==> config.mk <==
export PLATFORM = sky130hd
export DESIGN_NAME = count_load_arbiter
export DESIGN_NICKNAME = d
export VERILOG_FILES = /design/src/rtl/count_ctrl_pkg.sv /design/src/rtl/rr_arbiter.sv /design/src/rtl/count_load_arbiter.sv
export SDC_FILE = /design/constraint.sdc
export NUM_CORES = 1
export LEC_CHECK = 0
export CELL_PAD_IN_SITES_DETAIL_PLACEMENT = 1
export CELL_PAD_IN_SITES_GLOBAL_PLACEMENT = 1
export CORE_UTILIZATION = 32
export CTS_BUF_LIST = sky130_fd_sc_hd__clkbuf_16
export CTS_CLUSTER_SIZE = 20
export DETAILED_ROUTE_END_ITERATION = 10
export PLACE_DENSITY = 0.8
export SYNTH_ARGS = -nofsm -noshare
export SYNTH_HDL_FRONTEND = slang
export SYNTH_HIERARCHICAL = 1
export SYNTH_SLANG_ARGS = --single-unit
==> constraint.sdc <==
create_clock -name clk -period 2.7 [get_ports clk]
set_input_delay 0.81 -clock clk [delete_from_list [all_inputs] [get_ports clk]]
set_output_delay 0.81 -clock clk [all_outputs]
set_load 0.05 [all_outputs]
==> src/rtl/count_ctrl_pkg.sv <==
// Shared types and helpers for the count_load_arbiter block: FSM state
// encoding, default counter width and an elaboration-time log2 helper.
package count_ctrl_pkg;

  localparam int CNT_W_DEFAULT = 4;

  typedef enum logic [2:0] {
    IDLE   = 3'd0,
    LOAD   = 3'd1,
    SETTLE = 3'd2,
    RUN    = 3'd3,
    DONE   = 3'd4
  } state_e;

  // Bits needed to index n items (n >= 2).
  function automatic int clog2(input int n);
    int r;
    r = 0;
    while ((1 << r) < n) r++;
    return r;
  endfunction

endpackage

==> src/rtl/rr_arbiter.sv <==
// Round-robin arbiter: searches for the next request starting just after the
// last completed winner. The pointer moves only when a job finishes.
module rr_arbiter
  import count_ctrl_pkg::*;
#(
  parameter  int NREQ = 4,
  localparam int IW   = clog2(NREQ)
) (
  input  logic            clk,
  input  logic            rst_n,
  input  logic [NREQ-1:0] req,
  input  logic            en,
  input  logic            upd,
  input  logic [IW-1:0]   upd_id,
  output logic [IW-1:0]   grant_id,
  output logic            any
);

  logic [IW-1:0] ptr_q;
  logic [IW-1:0] cand;
  logic          found;

  // Reset points at the last requester so req[0] has top priority.
  always_ff @(posedge clk or negedge rst_n) begin
    if (!rst_n) begin
      ptr_q <= IW'(NREQ - 1);
    end else if (upd) begin
      ptr_q <= upd_id;
    end
  end

  always_comb begin
    grant_id = '0;
    found    = 1'b0;
    cand     = '0;
    for (int i = 1; i <= NREQ; i++) begin
      cand = IW'((int'(ptr_q) + i) % NREQ);
      if (!found && req[cand]) begin
        found    = 1'b1;
        grant_id = cand;
      end
    end
  end

  assign any = en & found;

endmodule

==> src/rtl/count_load_arbiter.sv <==
// Shares one external loadable up-counter among NREQ requesters: grants one
// job at a time, loads its start value and reports done when the count wraps.
module count_load_arbiter
  import count_ctrl_pkg::*;
#(
  parameter  int NREQ = 4,
  parameter  int CW   = CNT_W_DEFAULT,
  localparam int IW   = clog2(NREQ),
  localparam int VW   = clog2(NREQ * CW)
) (
  input  logic              clk,
  input  logic              rst_n,
  input  logic [NREQ-1:0]   req,
  input  logic [NREQ*CW-1:0] req_val,
  output logic [NREQ-1:0]   gnt,
  output logic [IW-1:0]     gnt_id,
  output logic [NREQ-1:0]   done,
  output logic              busy,
  output logic              cnt_set,
  output logic [CW-1:0]     cnt_set_num,
  input  logic [CW-1:0]     cnt_number,
  input  logic              cnt_zero
);

  state_e state_q, state_d;

  logic [NREQ-1:0] gnt_q, gnt_d;
  logic [IW-1:0]   gnt_id_q, gnt_id_d;
  logic [CW-1:0]   v_q, v_d;
  logic [NREQ-1:0] done_q, done_d;
  logic            busy_q, busy_d;
  logic            cnt_set_q, cnt_set_d;

  logic [IW-1:0]   arb_id;
  logic            arb_any;
  logic            req_w;
  logic [VW-1:0]   val_base;

  // The requesters read the count themselves; only the zero flag sequences a job.
  logic cnt_number_unused;
  assign cnt_number_unused = ^cnt_number;

  rr_arbiter #(.NREQ(NREQ)) u_rr (
    .clk      (clk),
    .rst_n    (rst_n),
    .req      (req),
    .en       (state_q == IDLE),
    .upd      (state_q == DONE),
    .upd_id   (gnt_id_q),
    .grant_id (arb_id),
    .any      (arb_any)
  );

  assign req_w    = req[gnt_id_q];
  assign val_base = VW'(int'(arb_id) * CW);

  // State register.
  // NOTE: sequential state uses non-blocking (<=) so every flop samples the
  // pre-edge values regardless of process evaluation order.
  always_ff @(posedge clk or negedge rst_n) begin
    if (!rst_n) begin
      state_q <= IDLE;
    end else begin
      state_q <= state_d;
    end
  end

  // Next-state logic. Dropping the granted request aborts from any active
  // state except DONE; cnt_zero is only trusted in RUN, since in SETTLE it
  // still reflects the counter's pre-load value.
  always_comb begin
    // NOTE: assign a default before the case so no path leaves state_d
    // unassigned, which would infer a latch.
    state_d = state_q;
    unique case (state_q)
      IDLE:    if (arb_any) state_d = LOAD;
      LOAD:    state_d = req_w ? SETTLE : IDLE;
      SETTLE:  state_d = req_w ? RUN : IDLE;
      RUN: begin
        if (!req_w)        state_d = IDLE;
        else if (cnt_zero) state_d = DONE;
      end
      DONE:    state_d = IDLE;
      default: state_d = IDLE;
    endcase
  end

  // Output/next-register logic; outputs are decoded from state_d so every
  // port comes straight from a flop.
  always_comb begin
    gnt_d    = gnt_q;
    gnt_id_d = gnt_id_q;
    v_d      = v_q;
    if (state_q == IDLE && arb_any) begin
      gnt_d    = {{(NREQ-1){1'b0}}, 1'b1} << arb_id;
      gnt_id_d = arb_id;
      v_d      = req_val[val_base +: CW];
    end else if (state_d == IDLE) begin
      gnt_d    = '0;
    end
    busy_d    = (state_d != IDLE);
    cnt_set_d = (state_d == LOAD);
    done_d    = (state_d == DONE) ? gnt_q : '0;
  end

  always_ff @(posedge clk or negedge rst_n) begin
    if (!rst_n) begin
      gnt_q     <= '0;
      gnt_id_q  <= '0;
      v_q       <= '0;
      done_q    <= '0;
      busy_q    <= 1'b0;
      cnt_set_q <= 1'b0;
    end else begin
      gnt_q     <= gnt_d;
      gnt_id_q  <= gnt_id_d;
      v_q       <= v_d;
      done_q    <= done_d;
      busy_q    <= busy_d;
      cnt_set_q <= cnt_set_d;
    end
  end

  assign gnt         = gnt_q;
  assign gnt_id      = gnt_id_q;
  assign done        = done_q;
  assign busy        = busy_q;
  assign cnt_set     = cnt_set_q;
  assign cnt_set_num = v_q;

  a_gnt_onehot: assert property (@(posedge clk) disable iff (!rst_n) $onehot0(gnt_q));
  a_set_in_load: assert property (@(posedge clk) disable iff (!rst_n)
                                  cnt_set_q |-> (state_q == LOAD));
  a_done_granted: assert property (@(posedge clk) disable iff (!rst_n)
                                   (done_q != '0) |-> (done_q == gnt_q));

endmodule
==> results of run 1 <==
-- routing by layer --
metal | vias to the layer above | routed length [um] | GRT usage
li1 | 404 | - | -
met1 | 430 | 1080 | 0.203
met4 | 0 | 63 | 0.0748
met3 | 6 | 137 | 0.0546
met2 | 36 | 1390 | 0.305
met5 | - | 0 | 0
-- registers in the layout, indices dropped and copies added (netlist names) --
name / flops
cnt_set: 1
done: 4
gnt_id: 2
gnt: 4
busy: 1
state_q: 3
u_rr/ptr_q: 2
cnt_set_num: 4
-- Yosys cell counts --
cell,count
nand2_1,8
nor4b_4,1
a31oi_1,1
buf_1,1
a311oi_1,1
nand4_1,1
o21bai_1,1
buf_6,1
mux2_2,5
o22ai_1,2
mux4_2,5
nor2b_1,1
a41o_1,1
nor3_1,4
mux2i_1,3
o21ai_0,3
dfstp_2,2
nand2b_1,2
buf_2,2
a21oi_1,4
o22a_1,1
mux2_1,1
o32ai_1,2
dfrtp_1,19
o221ai_2,1
o41a_1,1
inv_1,6
nor2_1,5
clkbuf_1,1
-- layout make-up --
class | instances | area [um^2]
sequential | 21 | 528
fill | 341 | 1500
multi-input combinational | 54 | 460
clock buffer | 3 | 75.1
tap | 44 | 55.1
inverter | 6 | 22.5
timing repair buffer | 44 | 438
clock inverter | 1 | 3.75
-- cell usage in the layout, fill, tap and decap left out --
master           synthesis  layout
o32ai_1                  2       2
nor4b_4                  1       1
clkbuf_16                0       3
clkdlybuf4s50_1          0      38
nor3_1                   4       4
a31oi_1                  1       1
nand4_1                  1       1
o221ai_2                 1       1
o21bai_1                 1       1
mux2_2                   5       5
nand2_1                  8       8
mux2_1                   1       1
buf_12                   0       1
inv_1                    6       7
mux4_2                   5       5
a41o_1                   1       1
o21ai_0                  3       3
o22a_1                   1       1
nor2b_1                  1       1
dfstp_2                  2       2
dfrtp_1                 19      19
nand2b_1                 2       2
nor2_1                   5       5
o22ai_1                  2       2
a21oi_1                  4       4
buf_4                    0       5
o41a_1                   1       1
a311oi_1                 1       1
mux2i_1                  3       3
-- power breakdown --
| part | leakage (nW) | internal, mW | switching (mW) |
|---|---|---|---|
| Sequential | 0.267 | 0.432 | 0.117 |
| Clock | 0.0423 | 0.197 | 0.110 |
| Combinational | 0.331 | 0.404 | 0.524 |
-- cell families (layout without fill, tap and decap cells) --
logic type / after synthesis / in the layout
mux: 14 / 14
flops: 21 / 21
buf+inv: 11 / 54
simple gates: 22 / 22
compound gates: 18 / 18
-- worst max-delay path by stage --
stage                start        endpoint  depth (start not counted)
finish              req[1]  cnt_set_num[3]                          7
global route        req[1]  cnt_set_num[2]                          7
CTS                 req[1]  cnt_set_num[3]                          7
detailed placement  req[1]  cnt_set_num[3]                          7
global placement    req[1]  cnt_set_num[0]                          7
floorplan           req[1]  cnt_set_num[0]                          6
-- through the flow --
stage	setup slack (ps)	instances
6_report	87.7	173
5_1_grt	13.4	173
4_1_cts	84.9	173
3_5_place_dp	-171	169
3_3_place_gp	-67.1	169
2_1_floorplan	344	86
==> impl_results.md, run 1 <==
* Dpl hpwl at 2060 um
* Hold path endpoint: cnt_set_num[0]
* Synth cell types at 29
* Syn_nets at ~110
* Crit path capture type: flop
* Synth area leader: dfrtp_1
* Starting Density at 0.338
* I/O pins at between 40 and 50
* Area Growth Syn to Fin at 52.2%
* Reg-to-reg endpoint: cnt_set_num[3]
* Final instance area at roughly 1600 um^2
* Die Span Y at roughly 59 um
* Simple-gate share of the synthesized area at 0.113
* Post-layout util at 0.514
* Cell count of the worst reg-to-reg path at 4
* Cells after Synth at 86
* CP startpoint kind: primary input
* HP Start: cnt_set_num[0]
* Clock root buffer master: clkbuf_16
* Remaining DRCs at 0
* Fmax at 383 MHz
* Final min period at roughly 2600 ps
* Buffers on Ports at 38
* Routed wire length per instance at 15.4 um
* Compound-gate portion of the synthesized area at 0.128
* Worst vdd ir at around 0.57 mV
* Final Setup Violations at 0
* Slowest CP cell: mux4_2
* First-pass GRT wire length at roughly 4400 um
* Total iterations of the first detailed-routing run at 4
* Die area at about 3500 um^2
* Routability cong. at 0.691
* Cell leakage power at ~0.64 nW
* Synth Register Bits at 21
* Worst path max stage delay at 490 ps
* Synthesized cell area at ~1000 um^2
* ANT cells at 0
* Crit-path cells: clkdlybuf4s50_1 > nor2b_1 > a21oi_1 > o221ai_2 > buf_12 > mux4_2 > mux2_2
* Post-synthesis mux area share at 0.202
* Clk slew on worst S/H paths at about 50 ps
* Initial DRC Count at 17
* Mean post-synth cell area at ~12 um^2
* Max-slew violations at 0
* Delay-heaviest family, CP: multiplexers
* Placed Area at 1500 um^2
* Largest net degree at the start of global routing at 22
* Num CTS Buffers at 3
* Top cell type's share of synthesized area at 0.457
* WP data arrival at 2750 ps
* GRT Total Usage at 0.177
* Wirelength, routed at between 2000 and 3000 um
* Max-Slew Margin vs Limit at 0.604
* Min Hold Slack at a little over 500 ps
* Final layout net count at about 160
* Unrepaired setup endpoints after global routing: no
* Yosys warns at 6
* Crit Path Category: in -> reg
* Post-CTS Setup Inserts at 0
* CTS tree: built
* Initial antenna violation count at 0
* Worst Max-Slew Pin Slew at 592 ps
* CP Buf/Inv Count at 2
* Total power after layout at about 1.8 mW
* Largest family of logic cells by synthesized area: multiplexers
* Required @ worst endpoint at between 2000 and 3000 ps
* Worst-case clock buffer depth at 2
* Global route total overflow at 0
* Reg2reg setup slack at approximately 700 ps
* Power Density at 1130 nW/um^2
* Vias in the first global route at around 950
* Skew final at 0.422 ps
* Outcome: completed
* WHS Path Cells at 1
* Worst skew pair latency at between 200 and 300 ps
* Die W at ~59 um
* XOR/XNOR Fraction of Synth Area at 0
* Post-CTS Resized at 0
* Vias/cell at ~5
* Fin Setup TNS at 0 ps
* Placement row count at 20
* Sequential-to-total area share from yosys stat at 0.508
* Tcrit/Tclk final at 0.968
* Max-Cap Viols at 0
* Hold Fails Final Rpt at 0
* Post-CTS Hold Buffers at 0
* DR vias at 876
* Synth top area cells: dfrtp_1 (46%), mux4_2 (11%), mux2_2 (5.4%), dfstp_2 (5.1%), mux2i_1 (2.9%)
* CTS Sinks at 21
* Core box area at between 3000 and 4000 um^2
* FF-to-FF Start: state_q[2]
* CTS H-tree depth at 1
* Layout cells sized above 1 at 0.178
* Adder-Cell Fraction of Synth Area at 0
* CP max FO at 6
* Worst Hold Class: reg -> reg
* Remaining antenna violation count at 0
Power figures use the tool's default switching activity.
==> run 2: changes to the inputs <==
- CORE_MARGIN: unset -> 2
- RECOVER_POWER: unset -> 25
==> run 2 against run 1 <==
Worst hold slack improved by 6.4 ps. Non-clock buffer count rose by 1. Global-route usage fell by 1.9 points. Count of clock-buffer cells in the layout did not move. First-iteration DRC count rose by 18%. Combinational power fell by 1%. Die area rose by 6.9%. Maximum frequency rose by 3.4%. Clock skew rose by 5.5 ps. Power fell by 0.36%. Critical endpoint is now cnt_set_num[2].
==> impl_results.md, run 2 (synthesized netlist as in run 1, its figures left out) <==
* Final Setup Violations at 0
* Initial antenna violation count at 0
* Post-CTS Setup Inserts at 0
* Tcrit/Tclk final at 0.936
* CTS H-tree depth at 1
* Setup WS pre-CTS at -98.2 ps
* Crit path capture type: flop
* Vias in the first global route at between 900 and 1,000
* First-pass GRT wire length at ~4300 um
* Clk slew on worst S/H paths at approximately 60 ps
* Total iterations of the first detailed-routing run at 4
* Delay-heaviest family, CP: multiplexers
* Fin Setup TNS at 0 ps
* Placed Area at about 1500 um^2
* Required @ worst endpoint at 2840 ps
* Core box area at just over 3000 um^2
* Layout cells sized above 1 at 0.185
* Dpl cells at 170
* Die W at between 60 and 70 um
* WP data arrival at 2670 ps
* DR vias at 874
* CP max FO at 3
* Skew final at 5.90 ps
* Routed wire length per instance at between 15 and 20 um
* Starting Density at 0.338
* Unrepaired setup endpoints after global routing: no
* CP Buf/Inv Count at 2
* Die area at roughly 3700 um^2
* ANT cells at 0
* Dpl hpwl at roughly 2000 um
* Worst Hold Class: reg -> reg
* CTS Sinks at 21
* Area Growth Syn to Fin at 51.5%
* Most common cell after layout, fill and taps aside: clkdlybuf4s50_1
* Max-Cap Viols at 0
* Max-slew violations at 0
* Initial DRC Count at 20
* Post-layout util at 0.512
* Outcome: completed
* Global route total overflow at 0
* Max-Slew Margin vs Limit at 0.255
* Die Span Y at approximately 60 um
* Most frequent cells in the layout: clkdlybuf4s50_1 (37), dfrtp_1 (19), nand2_1 (8)
* Largest net degree at the start of global routing at 22
* Min Hold Slack at 520 ps
* Crit Path Category: in -> reg
* Slowest CP cell: mux4_2
* Post-CTS Resized at 0
* Crit-path cells: clkdlybuf4s50_1 > nor2b_1 > a21oi_1 > o221ai_2 > buf_4 > mux4_2 > mux2_2
* Vias/cell at 5.02
* Buffers on Ports at 38
* Placement row count at 20
* Post-CTS Hold Buffers at 0
* Final instance area at 1580 um^2
* Worst path max stage delay at 490 ps
* I/O pins at 43
* Clock root buffer master: clkbuf_16
* Cell leakage power at about 0.63 nW
* Remaining DRCs at 0
* Worst Max-Slew Pin Slew at around 1100 ps
* Slack of the critical path at between 150 and 200 ps
* Wirelength, routed at 2610 um
* CTS tree: built
* Hold Fails Final Rpt at 0
* GRT Total Usage at 0.158
* Finished Layout Cells at around 170
* Remaining antenna violation count at 0
* Final layout net count at 158
* Num CTS Buffers at 3
* Total power after layout at ~1.8 mW
* CP startpoint kind: primary input
* Fmax at 396 MHz
* Power Density at between 1000 and 1500 nW/um^2
* Final min period at between 2000 and 3000 ps
* Routability cong. at ~0.7
* Worst vdd ir at approximately 0.47 mV
* Worst-case clock buffer depth at 2
* Filler cells at 330
* Worst skew pair latency at 260 ps
[run 2: cell count changes in the layout (fill, tap and decap cells not counted), sizes merged]
cell	previous run	this run
dlygate4sd3	0	1
clkdlybuf4s50	38	37
inv	7	6
clkinv	0	1
clkbuf	3	4
[run 2: worst paths after layout]
path,start,end,slack [ps],depth (start not counted)
setup / recovery,req[1],cnt_set_num[2],170,7
hold / removal,cnt_set_num[2],cnt_set_num[2],520,1
setup reg to reg,state_q[2],gnt_id[1],690,4
hold reg to reg,cnt_set_num[2],cnt_set_num[2],520,1
max in group asynchronous,rst_n,done[3],730,2
min in group asynchronous,rst_n,gnt_id[1],1300,2
[run 2: power breakdown]
part	total, mW	switching [mW]	internal, mW
clock network	0.313	0.114	0.199
registers	0.547	0.115	0.432
logic	0.917	0.521	0.396
[run 2: cell type report]
cell class,instances,area (um^2),share of cell area
multi-input cells,54,460,0.292
inverters,6,22.5,0.0143
flip-flops and latches,21,528,0.335
clock buffers,3,75.1,0.0477
well taps,44,55.1,0.0349
repair buffers,45,429,0.272
clock inverters,1,5.00,0.00318
[run 2: worst reg2reg max path: cells and delay by family, from the launching register on]
family             cells  cell delay [ps]
and+or+nand+nor        2              760
DFF                    1              510
muxes                  1              410
AOI/OAI and AO/OA      1              210
[run 2: routing by layer]
| layer | global-route usage | wire length [um] | part of all wire | up-vias |
|---|---|---|---|---|
| met3 | 0.0362 | 115 | 0.044 | 4 |
| li1 | - | - | - | 403 |
| met2 | 0.295 | 1440 | 0.55 | 27 |
| met5 | 0 | 0 | 0 | - |
| met1 | 0.180 | 1040 | 0.40 | 440 |
| met4 | 0.0404 | 18 | 0.0069 | 0 |
==> run 3: changes to the inputs <==
- CAP_MARGIN: unset -> 20
==> results of run 3 <==
Final layout, timing and power as in run 2 (identical DEF).
